## src/rtl/hash_table_pkg.sv

```systemverilog
// Shared types and helpers for the hash-table storage control blocks.
package hash_table_pkg;

  // Clear sequencer states, in the order the sequence walks them.
  typedef enum logic [2:0] {
    IDLE,
    FENCE,
    DRAIN,
    CLEAR,
    INIT,
    DONE
  } ht_clear_state_t;

  // Sweep counter width: widest target address plus one terminating MSB.
  function automatic int unsigned clear_cnt_width(input int unsigned data_a_w,
                                                  input int unsigned head_a_w);
    return ((data_a_w > head_a_w) ? data_a_w : head_a_w) + 1;
  endfunction

endpackage

```

## src/rtl/ht_clear_addr_gen.sv

```systemverilog
// Address sweep for the clear: one address per step, with per-target range flags.
module ht_clear_addr_gen
  import hash_table_pkg::*;
#(
  parameter int unsigned DATA_A_WIDTH = 10,
  parameter int unsigned HEAD_A_WIDTH = 8
) (
  input  logic                    clk_i,
  input  logic                    rst_n_i,
  input  logic                    start,
  input  logic                    step,
  output logic [DATA_A_WIDTH-1:0] data_addr,
  output logic [HEAD_A_WIDTH-1:0] head_addr,
  output logic                    data_in_range,
  output logic                    head_in_range,
  output logic                    last
);

  localparam int unsigned CNT_W = clear_cnt_width(DATA_A_WIDTH, HEAD_A_WIDTH);

  logic [CNT_W-1:0] cnt_q;

  // Sweep counter: held at zero by start, advanced by step; the extra MSB stops wrap-around.
  always_ff @(posedge clk_i or negedge rst_n_i) begin
    if (!rst_n_i) begin
      cnt_q <= '0;
    end else if (start) begin
      cnt_q <= '0;
    end else if (step) begin
      cnt_q <= cnt_q + CNT_W'(1);
    end
  end

  assign data_addr     = cnt_q[DATA_A_WIDTH-1:0];
  assign head_addr     = cnt_q[HEAD_A_WIDTH-1:0];
  assign data_in_range = (cnt_q >> DATA_A_WIDTH) == '0;
  assign head_in_range = (cnt_q >> HEAD_A_WIDTH) == '0;
  assign last          = (cnt_q == {1'b0, {(CNT_W-1){1'b1}}});

endmodule

```

## src/rtl/ht_clear_ctrl.sv

```systemverilog
// Full hash-table clear sequencer: fence ingress, drain engines, sweep data RAM and
// head table, reload empty pointers, then pulse done.
module ht_clear_ctrl
  import hash_table_pkg::*;
#(
  parameter int unsigned D_WIDTH      = 64,
  parameter int unsigned DATA_A_WIDTH = 10,
  parameter int unsigned HEAD_A_WIDTH = 8,
  parameter int unsigned RAM_LATENCY  = 2
) (
  input  logic                    clk_i,
  input  logic                    rst_n_i,
  input  logic                    clear_run_i,
  output logic                    clear_busy_o,
  output logic                    clear_done_o,
  output logic                    collision_err_o,
  input  logic                    task_valid_i,
  output logic                    task_ready_o,
  output logic                    task_valid_o,
  input  logic                    task_ready_i,
  input  logic                    eng_busy_i,
  input  logic [DATA_A_WIDTH-1:0] eng_wr_addr_i,
  input  logic [D_WIDTH-1:0]      eng_wr_data_i,
  input  logic                    eng_wr_en_i,
  output logic [DATA_A_WIDTH-1:0] ram_wr_addr_o,
  output logic [D_WIDTH-1:0]      ram_wr_data_o,
  output logic                    ram_wr_en_o,
  output logic [HEAD_A_WIDTH-1:0] ht_clr_addr_o,
  output logic                    ht_clr_en_o,
  output logic                    eptr_init_o
);

  localparam int unsigned QUIET_W = $clog2(RAM_LATENCY + 2);

  ht_clear_state_t         state_q;
  logic [QUIET_W-1:0]      quiet_q;
  logic                    busy_q;
  logic                    done_q;
  logic                    eptr_init_q;
  logic                    err_q;

  logic                    in_clear;
  logic                    sweep_data_ok;
  logic                    sweep_head_ok;
  logic                    sweep_last;
  logic [DATA_A_WIDTH-1:0] sweep_data_addr;
  logic [HEAD_A_WIDTH-1:0] sweep_head_addr;

  assign in_clear = (state_q == CLEAR);

  ht_clear_addr_gen #(
    .DATA_A_WIDTH (DATA_A_WIDTH),
    .HEAD_A_WIDTH (HEAD_A_WIDTH)
  ) u_addr_gen (
    .clk_i         (clk_i),
    .rst_n_i       (rst_n_i),
    .start         (!in_clear),
    .step          (in_clear),
    .data_addr     (sweep_data_addr),
    .head_addr     (sweep_head_addr),
    .data_in_range (sweep_data_ok),
    .head_in_range (sweep_head_ok),
    .last          (sweep_last)
  );

  // Sequencer FSM with registered busy/done/eptr_init flags.
  always_ff @(posedge clk_i or negedge rst_n_i) begin
    if (!rst_n_i) begin
      state_q     <= IDLE;
      quiet_q     <= '0;
      busy_q      <= 1'b0;
      done_q      <= 1'b0;
      eptr_init_q <= 1'b0;
    end else begin
      done_q      <= 1'b0;
      eptr_init_q <= 1'b0;
      case (state_q)
        IDLE: begin
          if (clear_run_i) begin
            state_q <= FENCE;
            busy_q  <= 1'b1;
          end
        end
        FENCE: begin
          if (!eng_busy_i) begin
            state_q <= DRAIN;
            quiet_q <= '0;
          end
        end
        DRAIN: begin
          if (eng_busy_i) begin
            state_q <= FENCE;
            quiet_q <= '0;
          end else if (quiet_q == QUIET_W'(RAM_LATENCY)) begin
            state_q <= CLEAR;
            quiet_q <= '0;
          end else begin
            quiet_q <= quiet_q + QUIET_W'(1);
          end
        end
        CLEAR: begin
          if (sweep_last) begin
            state_q     <= INIT;
            eptr_init_q <= 1'b1;
          end
        end
        INIT: begin
          state_q <= DONE;
          done_q  <= 1'b1;
        end
        DONE: begin
          state_q <= IDLE;
          busy_q  <= 1'b0;
        end
        default: begin
          state_q <= IDLE;
          busy_q  <= 1'b0;
        end
      endcase
    end
  end

  // Sticky flag: an engine tried to write while the sweep owned the RAM port.
  always_ff @(posedge clk_i or negedge rst_n_i) begin
    if (!rst_n_i) begin
      err_q <= 1'b0;
    end else if (in_clear && eng_wr_en_i) begin
      err_q <= 1'b1;
    end
  end

  assign clear_busy_o    = busy_q;
  assign clear_done_o    = done_q;
  assign eptr_init_o     = eptr_init_q;
  assign collision_err_o = err_q;

  // Ingress gating follows the registered busy flag, so a task offered in the run cycle still passes.
  assign task_ready_o = task_ready_i && !busy_q;
  assign task_valid_o = task_valid_i && !busy_q;

  // RAM port: sweep owns it during CLEAR, engines everywhere else.
  assign ram_wr_en_o   = in_clear ? sweep_data_ok : eng_wr_en_i;
  assign ram_wr_addr_o = in_clear ? sweep_data_addr : eng_wr_addr_i;
  assign ram_wr_data_o = in_clear ? {D_WIDTH{1'b0}} : eng_wr_data_i;

  assign ht_clr_en_o   = in_clear && sweep_head_ok;
  assign ht_clr_addr_o = in_clear ? sweep_head_addr : {HEAD_A_WIDTH{1'b0}};

endmodule

```

## config.mk

```make
export PLATFORM = sky130hd
export DESIGN_NAME = ht_clear_ctrl
export DESIGN_NICKNAME = d
export VERILOG_FILES = /design/src/rtl/hash_table_pkg.sv /design/src/rtl/ht_clear_addr_gen.sv /design/src/rtl/ht_clear_ctrl.sv
export SDC_FILE = /design/constraint.sdc
export NUM_CORES = 1
export LEC_CHECK = 0
export BUFFER_PORTS_ARGS = -buffer_cell sky130_fd_sc_hd__buf_4
export CAP_MARGIN = 0
export CELL_PAD_IN_SITES_DETAIL_PLACEMENT = 1
export CELL_PAD_IN_SITES_GLOBAL_PLACEMENT = 1
export CORE_UTILIZATION = 22
export CTS_CLUSTER_DIAMETER = 80
export CTS_CLUSTER_SIZE = 12
export DETAILED_ROUTE_END_ITERATION = 10
export GPL_ROUTABILITY_DRIVEN = 0
export GPL_TIMING_DRIVEN = 0
export HOLD_SLACK_MARGIN = 0.02
export PLACE_DENSITY_LB_ADDON = 0.05
export SLEW_MARGIN = 30
export SYNTH_ARGS = -nofsm -noshare
export SYNTH_HDL_FRONTEND = slang
export SYNTH_SLANG_ARGS = --single-unit
export TNS_END_PERCENT = 20
```

## constraint.sdc

```tcl
create_clock -name clk_i -period 1.7 [get_ports clk_i]
set_input_delay 0.255 -clock clk_i [delete_from_list [all_inputs] [get_ports clk_i]]
set_output_delay 0.255 -clock clk_i [all_outputs]
set_load 0.005 [all_outputs]
```

; Word level (Yosys, flattened, before mapping)
; Cells that the tools add are included.
[word_totals]
reg_bits = 20
ramBits = 0
wordCells = 53
mem_bits_ro = 0
n_memories = 0
latch_bits = 0
[classes]
n_mul = 0
n_div = 0
n_lt_le_gt_ge = 0
shifts = 0
eq_ne = 10
bitwise_logic = 1
n_reduce_logical = 13
add_sub_neg = 2
muxes = 20
[ops]
columns = cell, count
row1 = 64-bit two-way mux, 1
row2 = 11-bit logical NOT, 2
row3 = 3-bit two-way mux, 5
row4 = 3-bit case mux with 5 select lines, 1
row5 = "11-bit by 1-bit adder with 11-bit output, second input constant", 1
row6 = "11-bit by 10-bit == test with 1-bit output, second input constant", 1
row7 = 11-bit two-way mux, 1
row8 = 10-bit two-way mux, 1
row9 = 8-bit two-way mux, 1
row10 = "3-bit by 2-bit == test with 1-bit output, second input constant", 2
row11 = 2-bit two-way mux, 3
row12 = 1-bit two-way mux, 5
row13 = 1-bit logical AND, 4
row14 = "2-bit inequality test, second input constant", 2
row15 = 2-bit case mux with 2 select lines, 1
row16 = 2-bit AND reduction, 2
row17 = 4-bit AND reduction, 1
row18 = 4-bit OR reduction, 1
row19 = "3-bit by 1-bit == test with 1-bit output, second input constant", 1
row20 = "3-bit == test, second input constant", 1
row21 = 3-bit logical NOT, 1
row22 = "3-bit inequality test, second input constant", 1
row23 = "2-bit by 1-bit adder with 2-bit output, second input constant", 1
row24 = "2-bit == test, second input constant", 1
row25 = 5 further kinds, 5

; Depth between registers and ports, before layout
; Gate-level depths: netlist (run 1).
[depth]
word_depth = 4
ltp_mapped = 6
mapped_depth_nobuf = 4

; By module
; A second synthesis (run 1) with hierarchy kept.
[hier_totals]
hier_cells = 235
hier_area_um2 = 1809.2
[modules_own_cells]
columns = module, area_per_inst_um2, n_inst, seq_area_each_um2, cells_per_inst
row1 = ht_clear_ctrl, 1088.5, 1, 225.2, 159
row2 = ht_clear_addr_gen, 720.7, 1, 275.3, 76

; Least setup slack after synthesis (run 1)
; Ideal clock, no wire load.
[synth_timing]
path_kind = register to output
from = register state_q[2]
to = output ram_wr_data_o[27]
arrival_time_ps = 1202
required_ps = 1445
path_stages_with_launch = 6
setup_slack_ps = 243
cell_sequence = dfrtp_1 > buf_4 > nand3b_1 > buf_2 > buf_2 > and2_1
[synth_via]
elab_chain_cells = 2
[synth_lines]
columns = item, line_no
row1 = from (decl), ht_clear_ctrl.sv:35  ; ht_clear_state_t state_q;
row2 = from (signal assigned), ht_clear_ctrl.sv:69  ; state_q <= IDLE;
row3 = from (signal assigned), ht_clear_ctrl.sv:80  ; state_q <= FENCE;
row4 = from (signal assigned), ht_clear_ctrl.sv:86  ; state_q <= DRAIN;
row5 = 3-bit by 2-bit == test with 1-bit output, ht_clear_ctrl.sv:49  ; assign in_clear = (state_q == CLEAR);
row6 = 64-bit two-way mux, ht_clear_ctrl.sv:144  ; assign ram_wr_data_o = in_clear ? {D_WIDTH{1'b0}} : eng_wr_data_i;
row7 = to (decl), ht_clear_ctrl.sv:26  ; output logic [D_WIDTH-1:0] ram_wr_data_o,
; Every way passes these cells.

; Worst setup path after layout (run 1)
[layout_timing]
from = register state_q[2]
to = output ram_wr_data_o[10]
; The elaborated chain is that of the path after synthesis.

==> flow_summary.ini, run 1 <==
[sta]
skew_ns = 0.001693
hold_violations = 0
setup_slack_ns = -0.1632
worst_pin_slew_ns = 0.3527
rsz0062_at_grt = yes
max_clock_freq_ghz = 0.5367
setup_viol = 75
slew_viol_final = 0
post-route-period-util_pct = 109.6
period_minus_slack_ns = 1.863
relSlewSlack_pct = 76.19

[clock_tree]
cts-root-buf = clkbuf_8
cts.clk_slew.worst_paths_ns = 0.07
cts_max_level = 1
cts_max_path_buffers = 2
cts_sinks = 20
numCtsBuffers = 3
clkLatencyLatePin_ns = 0.26
tritoncts = built

[yosys]
yosys_warnings = 0
syn-cell-area_um2 = 1555
syn-num-nets = 272
ys_seq_area_share_pct = 32.18
yosysUniqueCellTypes = 38
synth-seq-cells = 20
syn_area_per_cell_um2 = 8.185
synth_cells = 190

[status]
status = complete, but fails checks
failed_checks = negative setup slack

[layout]
fillers = 815
area_growth_pct = 115.8
n_antenna_cell = 0
layout.cells.non_filler = 469
drive_above_1_share_pct = 61.93
ff_latch_area_um2 = 500.5
multi_input_area_um2 = 1056
nNetsFinal = 457

[place]
portBuffers = 170
place_ws_ns = -0.08812
dp_cells = 456
dp_hpwl_um = 5701

[floorplanning]
die_x_um = 86.08
coreArea_um2 = 6794
fp.dieH_um = 86.08
initial_utilization_pct = 22.89
dieArea_um2 = 7410
row_count = 30
ios = 171

[detailed_routing]
dr_total_vias = 2043
first_pass_iters = 4
antenna_left = 0
drc = 0
routed_wirelength_um = 7139
drt_iter0_drc = 31
vias_per_cell = 4.356
wire_per_inst_um = 15.22

[critical_path]
worst_setup_path_start_kind = register
worstPathArrival_ns = 1.61
crit_fanout = 10
end_kind = output port
path_class = register to output port
required_ns = 1.44

[global_routing]
grt_pass1_wl_um = 10790
track_usage_pct = 18.44
grt_max_degree = 21
grt_pass1_vias = 1992
antenna_found_initial = 0
overflow = 0

[power_and_ir_drop]
leakagePower_nw = 1.773
finalPower_mw = 0.9422
powerDensity_nw_per_um2 = 280.8
max-vdd-ir-drop_mv = 0.3997

[hold_path]
hold_path.class = input port to register

[run]
drv_cap = 0
==> critical path: stages (launching register included) <==
cell and delay (ns):
dfrtp_1 0.39, buf_6 0.12, nand3b_1 0.22, buf_4 0.19, clkbuf_8 0.15, and2_4 0.15, buf_4 0.13
==> layout by cell type, fill, tap and decap left out, drive strengths merged, types with 3 or more instances in the layout <==
master and n:
nand3 3, a21oi 8, or3 4, buf 189, or4 3, clkbuf 6, and2 74, o21ai 5
nor2b 4, nand2 13, a21o 9, dfrtp 20, nand4 3, nor2 6
==> worst paths after layout <==
path | from | to | slack [ns] | depth (start not counted)
max | state_q[2] | ram_wr_data_o[10] | -0.16 | 6
min | eng_wr_en_i | collision_err_o | 0.20 | 2
max reg2reg | u_addr_gen.cnt_q[0] | state_q[2] | 0.13 | 4
min reg2reg | collision_err_o | collision_err_o | 0.46 | 1
max in group asynchronous | rst_n_i | state_q[1] | 1.09 | 2
min in group asynchronous | rst_n_i | clear_done_o | 0.40 | 2
==> flip-flops by register name, summed over array words and instances (netlist names) <==
register and flops:
state_q 3, u_addr_gen.cnt_q 11, quiet_q 2, collision_err_o 1, eptr_init_o 1, clear_done_o 1
clear_busy_o 1
==> through the flow <==
step / cell area, um^2 / hold slack (ns) / setup TNS [ns] / util (%)
5_1_grt: 3356 / 0.2082 / -14.34 / 49.39
2_1_floorplan: 1555 / -0.04059 / 0 / -
6_report: 3356 / 0.1999 / -8.176 / 49.39
4_1_cts: 3283 / 0.1984 / -10.71 / 48.32
3_3_place_gp: 2952 / 0.1507 / -1.414 / 43.44
3_5_place_dp: 2952 / 0.1550 / -2.290 / 43.44
==> what timing repair did <==
item	CTS	global route
gates resized for setup	69	25
endpoints found under the setup margin	80	84
hold endpoints to repair	20	0
pin swaps	6	17
hold buffers	1	0
cloned	1	0
setup buffers	8	0
==> logic make-up (layout without fill, tap and decap cells) <==
logic type	after synthesis	in the layout	synth area share, %
compound gates	31	31	13.19
xor+xnor	3	3	1.690
fa+ha+maj	1	1	0.8044
buf+inv	15	198	5.229
flops	20	20	32.18
mux	1	1	0.6436
simple gates	119	119	46.26
==> Yosys cell counts <==
cell       instances  area, um^2
nor2_1             6       22.52
o211ai_1           1       7.510
nand4_1            3       18.77
nand2_1           13       48.80
o2bb2ai_1          2       17.52
dfrtp_1           20       500.5
or3_1              4       25.02
xnor2_1            1       8.760
nor3_1             1       5.000
ha_1               1       12.51
nand4bb_1          1       11.26
buf_2              5       25.02
mux2i_1            1       10.01
a21o_1             9       67.56
clkbuf_1           5       18.77
buf_4              1       7.510
and2_1            73       456.7
or4_1              2       15.01
and3b_1            1       8.760
o31ai_1            2       15.01
nor4b_1            1       8.760
o21bai_1           1       7.510
o311ai_0           2       17.52
a21oi_1            8       40.04
a22oi_1            1       7.510
xor2_1             2       17.52
nand4b_1           1       8.760
nor2b_1            4       25.02
inv_1              2       7.510
nor4_1             2       12.51
nand3b_1           1       7.510
nand2b_1           1       6.260
and2_2             1       7.510
nand3_1            2       10.01
o21ai_0            5       25.02
or4_4              1       11.26
nand3_2            1       10.01
buf_6              2       22.52
==> per-layer routing <==
metal  up-vias  GRT usage (%)  wire length [um]
met1       958          22.81              2880
met3         7          3.754               539
met2        77          32.54              3629
met5         -              0                 0
met4         0          4.697                89
li1       1001              -                 -
==> area by class of cell <==
cell class	count	area share (%)
plain buffers	13	4.325
well taps	96	3.579
clock buffers	3	1.230
multi-input cells	155	31.47
flip-flops and latches	20	14.91
repair buffers	180	44.26
inverters	2	0.2237
==> where the power goes <==
group,internal [mW],switching (mW)
Clock,0.158,0.153
Sequential,0.477,0.00154
Combinational,0.118,0.0347
Total,0.753,0.189
No activity file was read; power rests on OpenSTA's default activity.
==> inputs of run 2 (changes only) <==
--- a/config.mk
+++ b/config.mk
@@ -5,10 +5,11 @@
 export SDC_FILE = /design/constraint.sdc
 export NUM_CORES = 1
 export LEC_CHECK = 0
-export BUFFER_PORTS_ARGS = -buffer_cell sky130_fd_sc_hd__buf_4
+export BUFFER_PORTS_ARGS = -buffer_cell sky130_fd_sc_hd__clkbuf_2
 export CAP_MARGIN = 0
 export CELL_PAD_IN_SITES_DETAIL_PLACEMENT = 1
 export CELL_PAD_IN_SITES_GLOBAL_PLACEMENT = 1
+export CORE_ASPECT_RATIO = 1.1
 export CORE_UTILIZATION = 22
 export CTS_CLUSTER_DIAMETER = 80
 export CTS_CLUSTER_SIZE = 12
==> flow_summary.ini, run 2 (synthesized netlist as in run 1, its figures left out) <==
[layout]
regMostFlops = u_addr_gen.cnt_q
largest_reg_flops = 11
n_antenna_cell = 0
drive_above_1_share_pct = 63.90
nNetsFinal = 457
final_common_cell = clkbuf_2
mostFrequentLayoutCells = clkbuf_2, and2_4, and2_1, buf_6, dfrtp_1
top_regs = u_addr_gen.cnt_q: 11 flops, state_q: 3 flops, quiet_q: 2 flops
area_growth_pct = 89.38

[sta]
slew_viol_final = 0
whs_ns = 0.2165
relSlewSlack_pct = 65.36
period_minus_slack_ns = 1.840
post-route-period-util_pct = 108.2
setup_slack_ns = -0.1398
rsz0062_at_grt = yes
hold_violations = 0
fin_tns_setup_ns = -8.099
skew_ns = 0.003332
max_clock_freq_ghz = 0.5435
setup_viol = 75
worst_pin_slew_ns = 0.5195

[critical_path]
path_class = register to output port
r2r_cells = 4
timing.rr.end = u_addr_gen.cnt_q[8]
crit_fanout = 10
required_ns = 1.44
timing.rr.start = u_addr_gen.cnt_q[0]
worstPathArrival_ns = 1.58
ff2ff_setup_slack_ns = 0.10
end_kind = output port
worst_setup_path_start_kind = register

[global_routing]
grt_max_degree = 21
overflow = 0
grt_pass1_wl_um = 10960
antenna_found_initial = 0
grt_pass1_vias = 2053
track_usage_pct = 19.37

[clock_tree]
clkLatencyLatePin_ns = 0.26
cts_max_path_buffers = 2
numCtsBuffers = 3
cts-root-buf = clkbuf_8
tritoncts = built
cts.clk_slew.worst_paths_ns = 0.08
cts_sinks = 20
cts_max_level = 1

[run]
drv_cap = 0

[power_and_ir_drop]
leakagePower_nw = 1.672
max-vdd-ir-drop_mv = 0.2933
powerDensity_nw_per_um2 = 322.9

[detailed_routing]
routed_wirelength_um = 7270
drt_iter0_drc = 43
drc = 0
antenna_left = 0
vias_per_cell = 4.596
dr_total_vias = 2096
wire_per_inst_um = 15.94
first_pass_iters = 4

[hold_path]
hold_end = collision_err_o
hold_path.class = input port to register
hold_path_depth = 2
min_from = eng_wr_en_i

[floorplanning]
coreArea_um2 = 6710
ios = 171
initial_utilization_pct = 23.18
dieArea_um2 = 7410
die_x_um = 82.17
row_count = 31
fp.dieH_um = 90.19

[place]
portBuffers = 170
dp_hpwl_um = 5884
place_ws_ns = -0.09959

[status]
failed_checks = negative setup slack
status = complete, but fails checks
-- run 2: cell count changes in the layout (fill, tap and decap cells not counted), sizes merged --
cell    delta
buf      -156
clkbuf   +157
-- run 2: routing by layer --
metal	track usage, %	wire length, um
met1	25.72	3035
met2	31.96	3419
met3	3.553	740
met4	4.240	74
met5	0	0
-- run 2: per-stage QoR --
step / utilization (%) / total power, mW / cell area [um^2] / instances
2_1_floorplan: - / 0.4919 / 1555 / 190
3_3_place_gp: 37.39 / 0.5852 / 2509 / 442
3_5_place_dp: 37.39 / 0.5888 / 2509 / 442
4_1_cts: 41.86 / 0.9561 / 2809 / 456
5_1_grt: 43.89 / 0.9953 / 2945 / 456
6_report: 43.89 / 0.9512 / 2945 / 456
-- run 2: power by group --
part / internal, mW / leakage [nW] / switching, mW
registers: 0.476 / 0.242 / 0.00159
logic: 0.0683 / 1.40 / 0.0383
clock network: 0.206 / 0.0288 / 0.160
-- run 2: worst max-delay path, stage by stage (launching register included) --
cell and delay (ns):
dfrtp_1 0.41, buf_6 0.12, nand3b_1 0.21, buf_6 0.19
buf_6 0.13, and2_1 0.15, clkbuf_2 0.12
-- run 2: worst max path at each step --
stage               startpoint                 to  slack, ns  cells past startpoint
floorplan           state_q[2]  ram_wr_data_o[27]       0.24                      5
global placement    state_q[1]   ram_wr_addr_o[6]       -0.1                      6
detailed placement  state_q[2]  ram_wr_data_o[44]       -0.1                      6
CTS                 state_q[2]   ram_wr_addr_o[8]      -0.15                      7
global route        state_q[2]  ram_wr_data_o[50]      -0.20                      6
finish              state_q[2]  ram_wr_data_o[56]      -0.14                      6
-- run 2: final cells by class --
class                   count  area [um^2]
plain buffers              13        157.7
clock buffers               4        55.05
fillers                   860         3765
inverters                   2        7.507
multi-input cells         155         1085
flip-flops and latches     20        500.5
well taps                  82        102.6
repair buffers            180         1037
-- run 2: what timing repair did --
item | in CTS | in global routing
gates cloned | 4 | 0
gates resized for setup | 58 | 43
pin swaps | 23 | 11
hold endpoints to repair | 20 | 0
endpoints found under the setup margin | 80 | 83
setup buffers | 5 | 0
hold buffers | 1 | 0
